--- config.mk ---
export PLATFORM = sky130hd
export DESIGN_NAME = fifo_burst_reader
export DESIGN_NICKNAME = d
export VERILOG_FILES = /design/src/rtl/fifo_burst_reader.sv
export SDC_FILE = /design/constraint.sdc
export NUM_CORES = 1
export LEC_CHECK = 0
export ABC_CLOCK_PERIOD_IN_PS = 4700
export CORE_UTILIZATION = 40
export CTS_CLUSTER_DIAMETER = 80
export DETAILED_ROUTE_END_ITERATION = 8
export GPL_TIMING_DRIVEN = 0
export PLACE_DENSITY = 0.61
export SETUP_SLACK_MARGIN = 0.15
export SLEW_MARGIN = 30
export SYNTH_ARGS = -nofsm -noshare
export SYNTH_HDL_FRONTEND = slang
export SYNTH_SLANG_ARGS = --single-unit
--- constraint.sdc ---
create_clock -name clk -period 4.7 [get_ports clk]
set_clock_uncertainty 0.2 [all_clocks]
set_input_delay 0.705 -clock clk [delete_from_list [all_inputs] [get_ports clk]]
set_output_delay 0.705 -clock clk [all_outputs]
set_load 0.05 [all_outputs]
--- src/rtl/fifo_burst_reader.sv ---
// Burst read master for the synchronous fifo: pops burst_len words, hides the
// one-cycle fifo read latency and replays the words on a valid/ready stream.
//
// state | meaning
// IDLE  | waiting for start; words_sent holds the last burst count
// RUN   | fetching from the fifo and draining the output buffer
// DONE  | one-cycle done pulse, then back to IDLE
module fifo_burst_reader #(
    parameter int WIDTH = 8,
    parameter int LEN_W = 8
) (
    input  logic             clk,
    input  logic             rstn,
    input  logic             start,
    input  logic [LEN_W-1:0] burst_len,
    output logic             busy,
    output logic             done,
    output logic             fifo_rd_en,
    input  logic [WIDTH-1:0] fifo_dout,
    input  logic             fifo_empty,
    output logic [WIDTH-1:0] m_data,
    output logic             m_valid,
    input  logic             m_ready,
    output logic [LEN_W-1:0] words_sent
);

    typedef enum logic [1:0] {
        S_IDLE,
        S_RUN,
        S_DONE
    } state_t;

    state_t           state;
    state_t           state_nxt;
    logic [LEN_W-1:0] fetch_left;
    logic [LEN_W-1:0] send_left;
    logic [LEN_W-1:0] sent_cnt;
    logic [WIDTH-1:0] buf_mem [4];
    logic [1:0]       wr_ptr;
    logic [1:0]       rd_ptr;
    logic [2:0]       occ;
    logic             inflight;
    logic             accept;
    logic             handshake;

    assign m_valid    = (occ != 3'd0);
    assign m_data     = buf_mem[rd_ptr];
    assign handshake  = m_valid && m_ready;
    assign busy       = (state == S_RUN);
    assign done       = (state == S_DONE);
    assign words_sent = sent_cnt;

    always_comb begin
        state_nxt  = state;
        accept     = 1'b0;
        fifo_rd_en = 1'b0;
        case (state)
            S_IDLE: begin
                if (start) begin
                    accept    = 1'b1;
                    state_nxt = (burst_len == '0) ? S_DONE : S_RUN;
                end
            end
            S_RUN: begin
                // A word already in flight still needs a buffer slot when it lands.
                fifo_rd_en = !fifo_empty && (fetch_left != '0) &&
                             ((occ + {2'b00, inflight}) < 3'd4);
                if (handshake && (send_left == LEN_W'(1)))
                    state_nxt = S_DONE;
            end
            S_DONE:  state_nxt = S_IDLE;
            default: state_nxt = S_IDLE;
        endcase
    end

    always_ff @(posedge clk or negedge rstn) begin
        if (!rstn) begin
            state <= S_IDLE;
        end else begin
            state <= state_nxt;
        end
    end

    always_ff @(posedge clk or negedge rstn) begin
        if (!rstn) begin
            fetch_left <= '0;
            send_left  <= '0;
            sent_cnt   <= '0;
            inflight   <= 1'b0;
        end else begin
            inflight <= fifo_rd_en;
            if (accept) begin
                fetch_left <= burst_len;
                send_left  <= burst_len;
                sent_cnt   <= '0;
            end else begin
                if (fifo_rd_en)
                    fetch_left <= fetch_left - LEN_W'(1);
                if (handshake) begin
                    send_left <= send_left - LEN_W'(1);
                    sent_cnt  <= sent_cnt + LEN_W'(1);
                end
            end
        end
    end

    // Output buffer: written from fifo_dout one cycle after each pop.
    always_ff @(posedge clk or negedge rstn) begin
        if (!rstn) begin
            for (int i = 0; i < 4; i++)
                buf_mem[i] <= '0;
            wr_ptr <= 2'd0;
            rd_ptr <= 2'd0;
            occ    <= 3'd0;
        end else begin
            if (inflight) begin
                buf_mem[wr_ptr] <= fifo_dout;
                wr_ptr          <= wr_ptr + 2'd1;
            end
            if (handshake)
                rd_ptr <= rd_ptr + 2'd1;
            case ({inflight, handshake})
                2'b10:   occ <= occ + 3'd1;
                2'b01:   occ <= occ - 3'd1;
                default: occ <= occ;
            endcase
        end
    end

endmodule

Word-level counts from Yosys, hierarchy flattened
Cells that the tools add are included.
Widths: inputs -> output; s select.
Storage, ports and cells
  register bits: 66
  input bits: 21
  output and inout bits: 20
  word-level logic and storage cells: 67
Cells by class
  add/sub/neg operators: 8
  order comparisons: 4
  equal/unequal tests: 7
  multiplexer cells: 20
  bitwise gates (word level): 2
  reductions and logical operators: 14
Operators with widths (count)
  $mux 8: 9
  $bwmux 32: 1
  $bmux 8 s2: 1
  $demux 8 s2: 1
  $sub 8x1->8 const B: 2
  $add 8x1->8 const B: 1
  $eq 8x1->1 const B: 1
  $logic_not 8->1: 1
  $reduce_bool 8->1: 1
  $ge 3x3->1 const B: 2
  $mux 2: 3
  $not 2->3: 2
  $pmux 3 s2: 1
  $reduce_bool 2->1: 3
  $logic_and 1x1->1: 5
  $add 2x1->2 const B: 2
  $eq 2x1->1 const B: 2
  $eq 2x2->1 const B: 2
  $pmux 2 s2: 1
  $add 3x1->3: 1
  $add 3x1->3 const B: 1
  $lt 3x1->1 const B: 1
  $lt 3x3->1 const B: 1
  $mux 1: 3
  other kinds (7): 7

Logic depth before layout (Yosys ltp)
  depth in word-level cells: 6
  gate-level depth with buffers: 10
  mapped depth without buffers: 9

Worst setup path after synthesis
OpenSTA, ideal clock, no wires.
  path type: reg2reg
  from: reg occ[0]
  to: reg occ[2]
  library setup time: 79 ps
  arrival time: 2427 ps
  data required time: 4421 ps
  path slack: 1994 ps
  cell stages (with the launch flop): 11
  buffers on the path: 1
  clock period less this slack: 2706 ps
  path through: dfrtp_1 > or3_1 > nand2_1 > inv_1 > buf_1 > ha_1 > inv_1 > fa_1 > xor2_1 > nor2_1 > xor2_1
Between the ends
  cells in the longest elaborated chain, start to end: 4
  elaborated cells between the ends (all ways): 8
  those cells by class: 2 x add/sub; 2 x eq/ne; 1 x mux; 3 x reduce/logical
RTL lines
  start: declaration: line 41  | logic [2:0] occ;
  start signal: assignment: line 123  | 2'b10: occ <= occ + 3'd1;
  start signal: assignment: line 124  | 2'b01: occ <= occ - 3'd1;
  $reduce_bool 3->1 *: line 46  | assign m_valid = (occ != 3'd0);
  named net m_valid: line 22  | output logic m_valid,
  $logic_and 1x1->1 *: line 48  | assign handshake = m_valid && m_ready;
  named net handshake: line 44  | logic handshake;
  $eq 2x1->1 / $eq 2x2->1 (equally long branches): line 122  | case ({inflight, handshake})
  $pmux 3 s2 / $reduce_bool 2->1 (equally long branches)
The timed path passes the listed nets; every way through them passes the cells marked *.
A chain may end at the register's enable or synchronous reset.

Worst setup path in the final report
  from: reg fetch_left[0]
  to: out fifo_rd_en
Between the ends
  cells in the longest elaborated chain, start to end: 4
RTL lines
  start: declaration: line 35  | logic [LEN_W-1:0] fetch_left;
  start signal: assignment: line 93  | fetch_left <= burst_len;
  start signal: assignment: line 98  | fetch_left <= fetch_left - LEN_W'(1);
  $reduce_bool 8->1: line 66  | fifo_rd_en = !fifo_empty && (fetch_left != '0) &&
  $logic_and 1x1->1 (2 in series): line 66
  $mux 1: line 57  | case (state)
  end: declaration: line 18  | output logic fifo_rd_en,
Every way passes these cells.

==> metrics.csv <==
stage,metric,value,unit
timing,hold_ws,36.34,ps
timing,Final Hold Viols,0,
route,antenna-violating nets left,0,
placement,IO buf count,40,
critical_path,Worst EP arrival,2700,ps
clock_network,CTS sink count,66,
global_route,first-pass GRT wire length,10940,um
yosys,synthesized flop and latch total,66,
route,DRC viols,0,
critical_path,Setup Crit Path Kind,reg -> out,
pwr,Power Density,734.8,mW/mm^2
critical_path,reg2reg path depth,10,
critical_path,crit-path max FO,7,
route,Via density,5.124,
global_route,largest net degree at the start of global routing,49,
placement,placed standard-cell area,0.003751,sq mm
timing,Final TNS setup,0,ps
final_layout,Finished Cell Area,0.003923,sq mm
timing,Worst Tran Pin Value,838.2,ps
pwr,peak supply drop,0.0003869,V
placement,post-DP HPWL,4426,um
die,Initial Util,41.39,%
yosys,post-synthesis cell area,0.003198,sq mm
die,row count,32,
yosys,Cells after Synth,267,
route,DR WL/cell,14.59,um
critical_path,FF-to-FF setup slack,1940,ps
die,Die Area,0.008357,sq mm
clock_network,H-tree depth,3,
final_layout,most frequent cells in the layout,"66 x dfrtp_1, 39 x clkdlybuf4s50_1, 32 x mux2_2",
critical_path,r2r startpoint,occ[0],
route,Routed WL,6217,um
clock_network,CTS Hold Bufs,0,
critical_path,worst endpoint required time,3800,ps
yosys,"Net Count, Synth",299,
route,1st-iter DRT viols,64,
die,Core Area,0.007727,sq mm
critical_path,critical path endpoint,fifo_rd_en,
yosys,Main synth FF type,dfrtp_1,
yosys,Ys Warns,0,
clock_network,worst skew pair latency,340,ps
final_layout,ANT cells,0,
die,Die Width,91.42,um
clock_network,CTS Buf Count,9,
global_route,vias in the first global route,2242,
global_route,initial antenna violation count,0,
timing,Worst slew margin,44.12,%
timing,RSZ-0062 raised after global routing,no,
status,outcome,"finished, final reports clean",
timing,Period minus WS final,3605,ps
clock_network,post-CTS sizing,0,
yosys,"top cells by area, synth","dfrtp_1 52%, mux2_2 11%, mux4_2 5.6%, ha_1 3.9%, nand2_1 3.4%",
route,via count,2183,
placement,RePlAce Congestion,0.7975,
critical_path,RR Endpoint,occ[2],
clock_network,post-CTS setup buffers,0,
timing,Final setup viols,0,
timing,final slew viol count,0,
clock_network,clock-pin slew on the worst setup and hold paths,70,ps
yosys,leading area contributor after synthesis,dfrtp_1,
final_layout,layout cells sized above 1,20.68,%
critical_path,CP Launch Type,flop,
yosys,"FFs w/ async S/R, synth",100.0,%
clock_network,Root Driver,clkbuf_8,
yosys,sequential area share after synthesis,51.64,%
run,number of max-cap violations,0,
final_layout,number of nets in the layout,351,
pwr,leakage,1.649,nW
pwr,post-layout power,2.882,mW
timing,final worst path period share,76.70,%
final_layout,fillcell total,700,
clock_network,CTS tree,built,
critical_path,critical path endpoint category,output pin,
timing,f_max,277.4,MHz
final_layout,"most common cell after layout, fill and taps aside",dfrtp_1,
global_route,Total GRT Usage,17.05,%
yosys,average cell area after synthesis,11.98,sq um
final_layout,area grow syn2layout,22.65,%
die,Die Y,91.42,um
yosys,"EDFF count, synth",0,
critical_path,CP startpoint,fetch_left[0],
worst_hold_path,worst hold path type,in -> async,
route,drt pass-1 iters,4,
die,# IOs,41,
yosys,synth unique cells,44,
global_route,GR Overflow Total,0,
clock_network,Max Root-Sink Buffers,2,
yosys,Synth top area share,51.64,%
where the power goes:
| group | switching [mW] | internal, mW |
|---|---|---|
| sequential | 0.188 | 0.842 |
| clock | 0.215 | 0.203 |
| combinational | 0.790 | 0.645 |
| total | 1.19 | 1.69 |
how the worst min path moves through the flow:
stage / slack [ps] / cells after the start / from / to
finish: 40 / 1 / rstn / buf_mem[26]
global route: 50 / 1 / rstn / buf_mem[26]
CTS: 40 / 1 / rstn / buf_mem[26]
detailed placement: 250 / 1 / state[1] / state[1]
global placement: 250 / 1 / state[1] / state[1]
floorplan: 210 / 0 / rstn / buf_mem[0]
critical path, cell delays in order, from the launching register on:
cell	delay (ps)
dfrtp_1	440
inv_1	90
ha_1	200
nor4b_2	170
or4_4	490
inv_2	140
clkdlybuf4s50_1	830
per-stage QoR:
step	setup slack [ps]	cells	utilization (%)
after global placement	432.8	409	48.22
after floorplan	1994	267	-
after CTS	1076	426	50.76
final	1095	426	50.76
after global routing	982.6	426	50.76
after detailed placement	1189	410	48.54
sequential cells by signal (all words and copies together), names as in the netlist:
name / cells
buf_mem: 32
fetch_left: 8
inflight: 1
occ: 3
rd_ptr: 2
send_left: 8
state: 2
words_sent: 8
wr_ptr: 2
synthesized netlist by cell type, types with 3 or more instances:
library cell	n
xor2_1	10
clkbuf_1	3
mux2_2	32
nand4_1	3
mux4_2	8
or3_1	4
nor2_1	15
o21ai_0	16
a21oi_1	4
nor3_1	3
ha_1	10
dfrtp_1	66
nand2_1	29
a211o_1	3
inv_1	12
nand3_1	5
xnor2_1	10
layout make-up:
cell class                      instances  area, sq um  share of cell area [%]
Buffer                                  8        36.28                  0.9250
Clock buffer                           11        141.4                   3.604
Clock inverter                          5        30.03                  0.7656
Inverter                               13        48.80                   1.244
Multi-Input combinational cell        180         1461                   37.26
Sequential cell                        66         1652                   42.11
Tap cell                              102        127.6                   3.254
Timing Repair Buffer                   41        425.4                   10.85
layer usage:
layer / share of wire (%) / vias up / GRT usage (%)
li1: - / 1048 / -
met1: 49 / 1070 / 22.42
met2: 45 / 55 / 26.82
met3: 3.9 / 10 / 3.434
met4: 1.9 / 0 / 8.333
met5: 0 / - / 0
logic make-up (layout without fill, tap and decap cells):
family                   after synthesis  in the layout  synth area share (%)
multiplexers                          40             40                 16.90
adder cells (fa/ha/maj)               11             11                 4.538
flip-flops                            66             66                 51.64
XOR/XNOR                              20             20                 5.477
AND/OR/NAND/NOR                       77             77                 12.28
buffers and inverters                 21             78                 2.660
AO/OA/AOI/OAI                         32             32                 6.495
Note: power is estimated with default switching activity, not from simulation.
==> RTL edit 1, RTL diff (same flow settings) <==
The 3 states of `state_t` get a one-hot encoding in 3 bits.
--- a/src/rtl/fifo_burst_reader.sv
+++ b/src/rtl/fifo_burst_reader.sv
@@ -24,10 +24,10 @@
     output logic [LEN_W-1:0] words_sent
 );
 
-    typedef enum logic [1:0] {
-        S_IDLE,
-        S_RUN,
-        S_DONE
+    typedef enum logic [2:0] {
+        S_IDLE = 3'b001,
+        S_RUN  = 3'b010,
+        S_DONE = 3'b100
     } state_t;
 
     state_t           state;
Function: no difference found for any inputs over 10 cycles, from zero or initial values and one cycle with rstn low; not proved beyond that.
==> RTL edit 1 against the original RTL <==
Fmax down 0.93%; sequential power down 5%; die area is 1.3% higher; count of clock-buffer cells in the layout down 2; total power decreased by 8.3%; sequential share of layout area shrank 0.24 points; synthesized area is 1.4% higher; wire length is 5.7% higher; worst setup slack got worse by 34 ps; final cell count increased by 0.94%; register-to-register slack better by 30 ps; sequential cell count rose by 1; cell area grew 2.2%.
==> RTL edit 1: results (changes against the original RTL) <==
[run_status]
status=finished clean  ; unchanged

[pwr]
p_leak_nw=1.69  ; was 1.65 nW
ir_drop_v=0.000240  ; was 0.000387 V

[clocking]
cts_resized=0  ; unchanged
cts-htree-levels=3  ; unchanged
path_clk_slew_ps=80
root_buffer=clkbuf_8  ; unchanged
post_cts_buffers=0  ; unchanged
cts-buffers-inserted=9  ; unchanged

[run]
maxCapViolations=0  ; unchanged

[cells_and_area]
drive_gt1_share_pct=19.2  ; was 20.7%
largest_reg_flops=32  ; unchanged
fin_nets=356  ; was 351
insertedDiodeCount=0  ; unchanged
top_register=buf_mem  ; unchanged
n_fill_cell=712  ; was 700

[routing]
dr.pass1.iters=4  ; unchanged
drtIter0Drc=80  ; was 64
post_drt_wl_per_cell_um=15.3  ; was 14.6 µm
via_per_inst=5.09  ; was 5.12

[setup_path]
setup.worst_path.start=state[1]  ; was fetch_left[0]
r2r_start=occ[0]  ; unchanged
reg2reg_slack_ps=1970  ; was 1940 ps
worstPathArrival_ps=2730  ; was 2700 ps
ff2ff_path_depth=10  ; unchanged
crit_path_max_fanout=10  ; was 7
r2r-end=occ[2]  ; unchanged
endpoint=fifo_rd_en  ; unchanged

[yosys]
ys_seq_area_share_pct=51.8  ; was 51.6%
ys_warn_count=0  ; unchanged
synthDistinctLibCells=39  ; was 44
postSynth.asyncResetShare_pct=100  ; unchanged
synth_nets=304  ; was 299
synthTopCellsByCount=66 x dfrtp_1, 32 x mux2_2, 26 x nand2_1  ; was 66 x dfrtp_1, 32 x mux2_2, 29 x nand2_1
yosys-top-cells-area=dfrtp_1 51%, mux2_2 11%, mux4_2 5.6%, ha_1 3.9%, nand2_1 3.0%  ; was dfrtp_1 52%, mux2_2 11%, mux4_2 5.6%, ha_1 3.9%, nand2_1 3.4%
synth_top_flop_cell=dfrtp_1  ; unchanged

[placed_design]
port_buffers=40  ; unchanged
place_hpwl_mm=4.60  ; was 4.43 mm
finalWeightedCongestion=0.818  ; was 0.798

[global_routing]
grt_pass1_vias=2269  ; was 2242
antenna_found_initial=0  ; unchanged
grt_max_degree=48  ; was 49
grtUsageTotal_pct=17.4  ; was 17.0%
grt_pass1_wl_mm=11.3  ; was 10.9 mm

[timing]
worst_pin_slew_ps=828  ; was 838 ps

[min_path]
min_path_type=input port to asynchronous set/reset pin  ; unchanged

[RTL edit 1: changes by cell type after synthesis, moves of 3 or more]
cell,unedited run,this run
mux2i_1,0,3
nand3_1,5,8
nand2_1,29,26
a21o_1,1,4
or3_1,4,7
[RTL edit 1: power by group]
part	total [mW]	switching [mW]	internal, mW
Clock	0.520	0.223	0.296
Sequential	0.974	0.162	0.811
Combinational	1.15	0.642	0.508
[RTL edit 1: worst max-delay path: stages, from the launching register on]
cell and delay [ps]:
dfrtp_1 420, or3b_1 440, a211o_1 310, a31o_1 210, buf_6 140, clkinv_4 70
clkdlybuf4s50_1 790
[RTL edit 1: final cells by class]
cell class / count / share of cell area (%)
buffer: 8 / 0.968
clock buffer: 9 / 3.09
clock inverter: 6 / 2.22
inverter: 14 / 1.44
multi-input combinational: 183 / 36.6
sequential: 67 / 41.9
tap: 102 / 3.18
timing repair buffer: 41 / 10.6
[RTL edit 1: through the flow]
stage / area [µm²] / worst slack [ps] / utilization (%) / instances / hold WS [ps]
floorplan: 3240 / 1960 / - / 272 / 209
global placement: 3770 / 360 / 48.5 / 414 / 261
detailed placement: 3790 / 1130 / 48.9 / 415 / 266
CTS: 4010 / 1040 / 51.6 / 430 / 46.1
global route: 4010 / 951 / 51.6 / 430 / 49.2
finish: 4010 / 1060 / 51.6 / 430 / 53.1
[RTL edit 1: cells by family after synthesis]
logic type	count (synthesis)	synth area share, %
buffers and inverters	22	2.97
adders and majority gates	11	4.48
AOI/OAI and AO/OA	33	6.21
xor gates and xnor gates	18	4.86
and+or+nand+nor	77	11.8
DFF	67	51.8
muxes	44	17.9
[RTL edit 1: metal layers]
layer | track usage (%) | wire (µm)
met1 | 22.5 | 3020
met2 | 28.7 | 3230
met3 | 5.47 | 279
met4 | 4.04 | 37
met5 | 0 | 0
==> RTL edit 2, RTL diff (same flow settings) <==
Without the edit above. Change the parameter `WIDTH` from 8 to 6.
--- a/src/rtl/fifo_burst_reader.sv
+++ b/src/rtl/fifo_burst_reader.sv
@@ -6,7 +6,7 @@
 // RUN   | fetching from the fifo and draining the output buffer
 // DONE  | one-cycle done pulse, then back to IDLE
 module fifo_burst_reader #(
-    parameter int WIDTH = 8,
+    parameter int WIDTH = 6,
     parameter int LEN_W = 8
 ) (
     input  logic             clk,
Interface: changed (resized fifo_dout and m_data); port bits go from 41 to 37. The function was not compared with the original's and may differ.
==> RTL edit 2 against the original RTL <==
Sequential cell count shrank 8; cell area fell by 7.7%; critical path depth is 2 higher; total power decreased by 8.5%; wire length down 11%; clock power up 11%; fmax shrank 4.8%; synthesized area fell by 9.0%; hold slack worse by 17 ps; non-clock buffer count fell by 4; worst setup slack got worse by 180 ps.
==> RTL edit 2: results (changes against the original RTL) <==
[run_status]
status=finished clean  ; unchanged

[routing]
wl_met2_mm=2.44  ; was 2.82 mm
dr.pass1.iters=4  ; unchanged
via_per_inst=4.90  ; was 5.12
drtIter0Drc=88  ; was 64
post_drt_wl_per_cell_um=13.7  ; was 14.6 µm
met3_length_um=181  ; was 245 µm
top_layer=met4  ; unchanged
met1_length_mm=2.76  ; was 3.03 mm
wl_mm=5.53  ; was 6.22 mm

[global_routing]
grt_pass1_wl_mm=9.38  ; was 10.9 mm
grt_max_degree=44  ; was 49
grtUsageTotal_pct=16.7  ; was 17.0%
antenna_found_initial=0  ; unchanged
grt_pass1_vias=2017  ; was 2242

[yosys]
synthDistinctLibCells=47  ; was 44
ys_warn_count=0  ; unchanged
ys_seq_area_share_pct=49.9  ; was 51.6%
yosys-top-cells-area=dfrtp_1 50%, mux2_2 9.3%, mux4_2 4.6%, ha_1 4.3%, nand2_1 3.7%  ; was dfrtp_1 52%, mux2_2 11%, mux4_2 5.6%, ha_1 3.9%, nand2_1 3.4%
synth_nets=284  ; was 299
postSynth.asyncResetShare_pct=100  ; unchanged
synth_cells=254  ; was 267
synthTopCellsByCount=58 x dfrtp_1, 29 x nand2_1, 24 x mux2_2  ; was 66 x dfrtp_1, 32 x mux2_2, 29 x nand2_1

[setup_path]
setup.worst_path.start=fetch_left[0]  ; unchanged
cpPeakStageDelay_ps=830  ; about the same
cp_top_family=buffers and inverters  ; unchanged
crit_path_max_fanout=9  ; was 7
worstPathArrival_ps=2880  ; was 2700 ps
cp_slowest_cell=clkdlybuf4s50_1  ; unchanged
reg2reg_slack_ps=2270  ; was 1940 ps

[timing]
holdWs_ps=19.0  ; was 36.3 ps
timing.final.crit_share_pct=80.6  ; was 76.7%
worst_pin_slew_ps=642  ; was 838 ps

[placed_design]
pre_cts_ws_ps=1220  ; was 1190 ps
finalWeightedCongestion=0.774  ; was 0.798
place_hpwl_mm=4.01  ; was 4.43 mm
dp.cells=387  ; was 410
port_buffers=36  ; was 40
placed_cell_area_um2=3420  ; was 3750 µm²

[pwr]
ir_drop_v=0.000237  ; was 0.000387 V
power.internal_mw=1.56  ; was 1.69 mW
p_leak_nw=1.51  ; was 1.65 nW

[min_path]
min_path_type=input port to asynchronous set/reset pin  ; unchanged

[cells_and_area]
insertedDiodeCount=0  ; unchanged
top_register=buf_mem  ; unchanged
drive_gt1_share_pct=20.2  ; was 20.7%
fin_nets=332  ; was 351
n_fill_cell=641  ; was 700
largest_reg_flops=24  ; was 32

[clocking]
cts-htree-levels=3  ; unchanged
path_clk_slew_ps=70  ; about the same
post_cts_buffers=0  ; unchanged
root_buffer=clkbuf_8  ; unchanged
clockBufferDepth=2  ; unchanged
clock_latency_ps=340  ; about the same
cts_resized=0  ; unchanged
cts-buffers-inserted=9  ; unchanged

## RTL edit 2: changes by cell type after synthesis, sizes merged, moves of 2 or more
cell / before / now
a211o: 3 / 0
a221o: 1 / 3
dfrtp: 66 / 58
inv: 13 / 15
mux2: 32 / 24
mux2i: 0 / 2
mux4: 8 / 6
nand2: 29 / 31
nor4: 1 / 3
nor4b: 3 / 1
## RTL edit 2: final timing paths
check	cells past startpoint	endpoint
worst max-delay path	8	fifo_rd_en
worst min-delay path	1	buf_mem[16]
worst max register to register	9	fetch_left[7]
worst min register to register	1	state[1]
max in group asynchronous	2	fetch_left[3]
min in group clk	1	state[1]
## RTL edit 2: routing by layer
layer,vias to the layer above,GRT usage (%)
met4,0,9.84
met2,32,26.2
li1,991,-
met3,11,3.41
met5,-,0
met1,941,21.3
## RTL edit 2: area by class of cell
cell class              count  area, µm²  share of cell area, %
repair buffers             37        385                   10.6
flip-flops and latches     58       1450                   40.1
clock inverters             6       66.3                   1.83
clock buffers              10        138                   3.80
multi-input cells         173       1370                   37.8
well taps                  96        120                   3.32
inverters                  15       56.3                   1.56
plain buffers               8       33.8                  0.933
## RTL edit 2: kinds of logic after synthesis
family,count (synthesis),synth area share (%)
AO/OA/AOI/OAI,30,6.49
buffers and inverters,23,3.10
multiplexers,32,14.6
adder cells (fa/ha/maj),11,4.99
XOR/XNOR,20,6.02
flip-flops,58,49.9
AND/OR/NAND/NOR,80,14.9
## RTL edit 2: power groups by stage
stage	logic, mW	clock network, mW	registers [mW]
6_report	1.27	0.466	0.906
5_1_grt	1.39	0.500	0.939
4_1_cts	1.28	0.481	0.906
3_5_place_dp	1.28	0	0.915
3_3_place_gp	1.25	0	0.907
2_1_floorplan	0.896	0	0.948
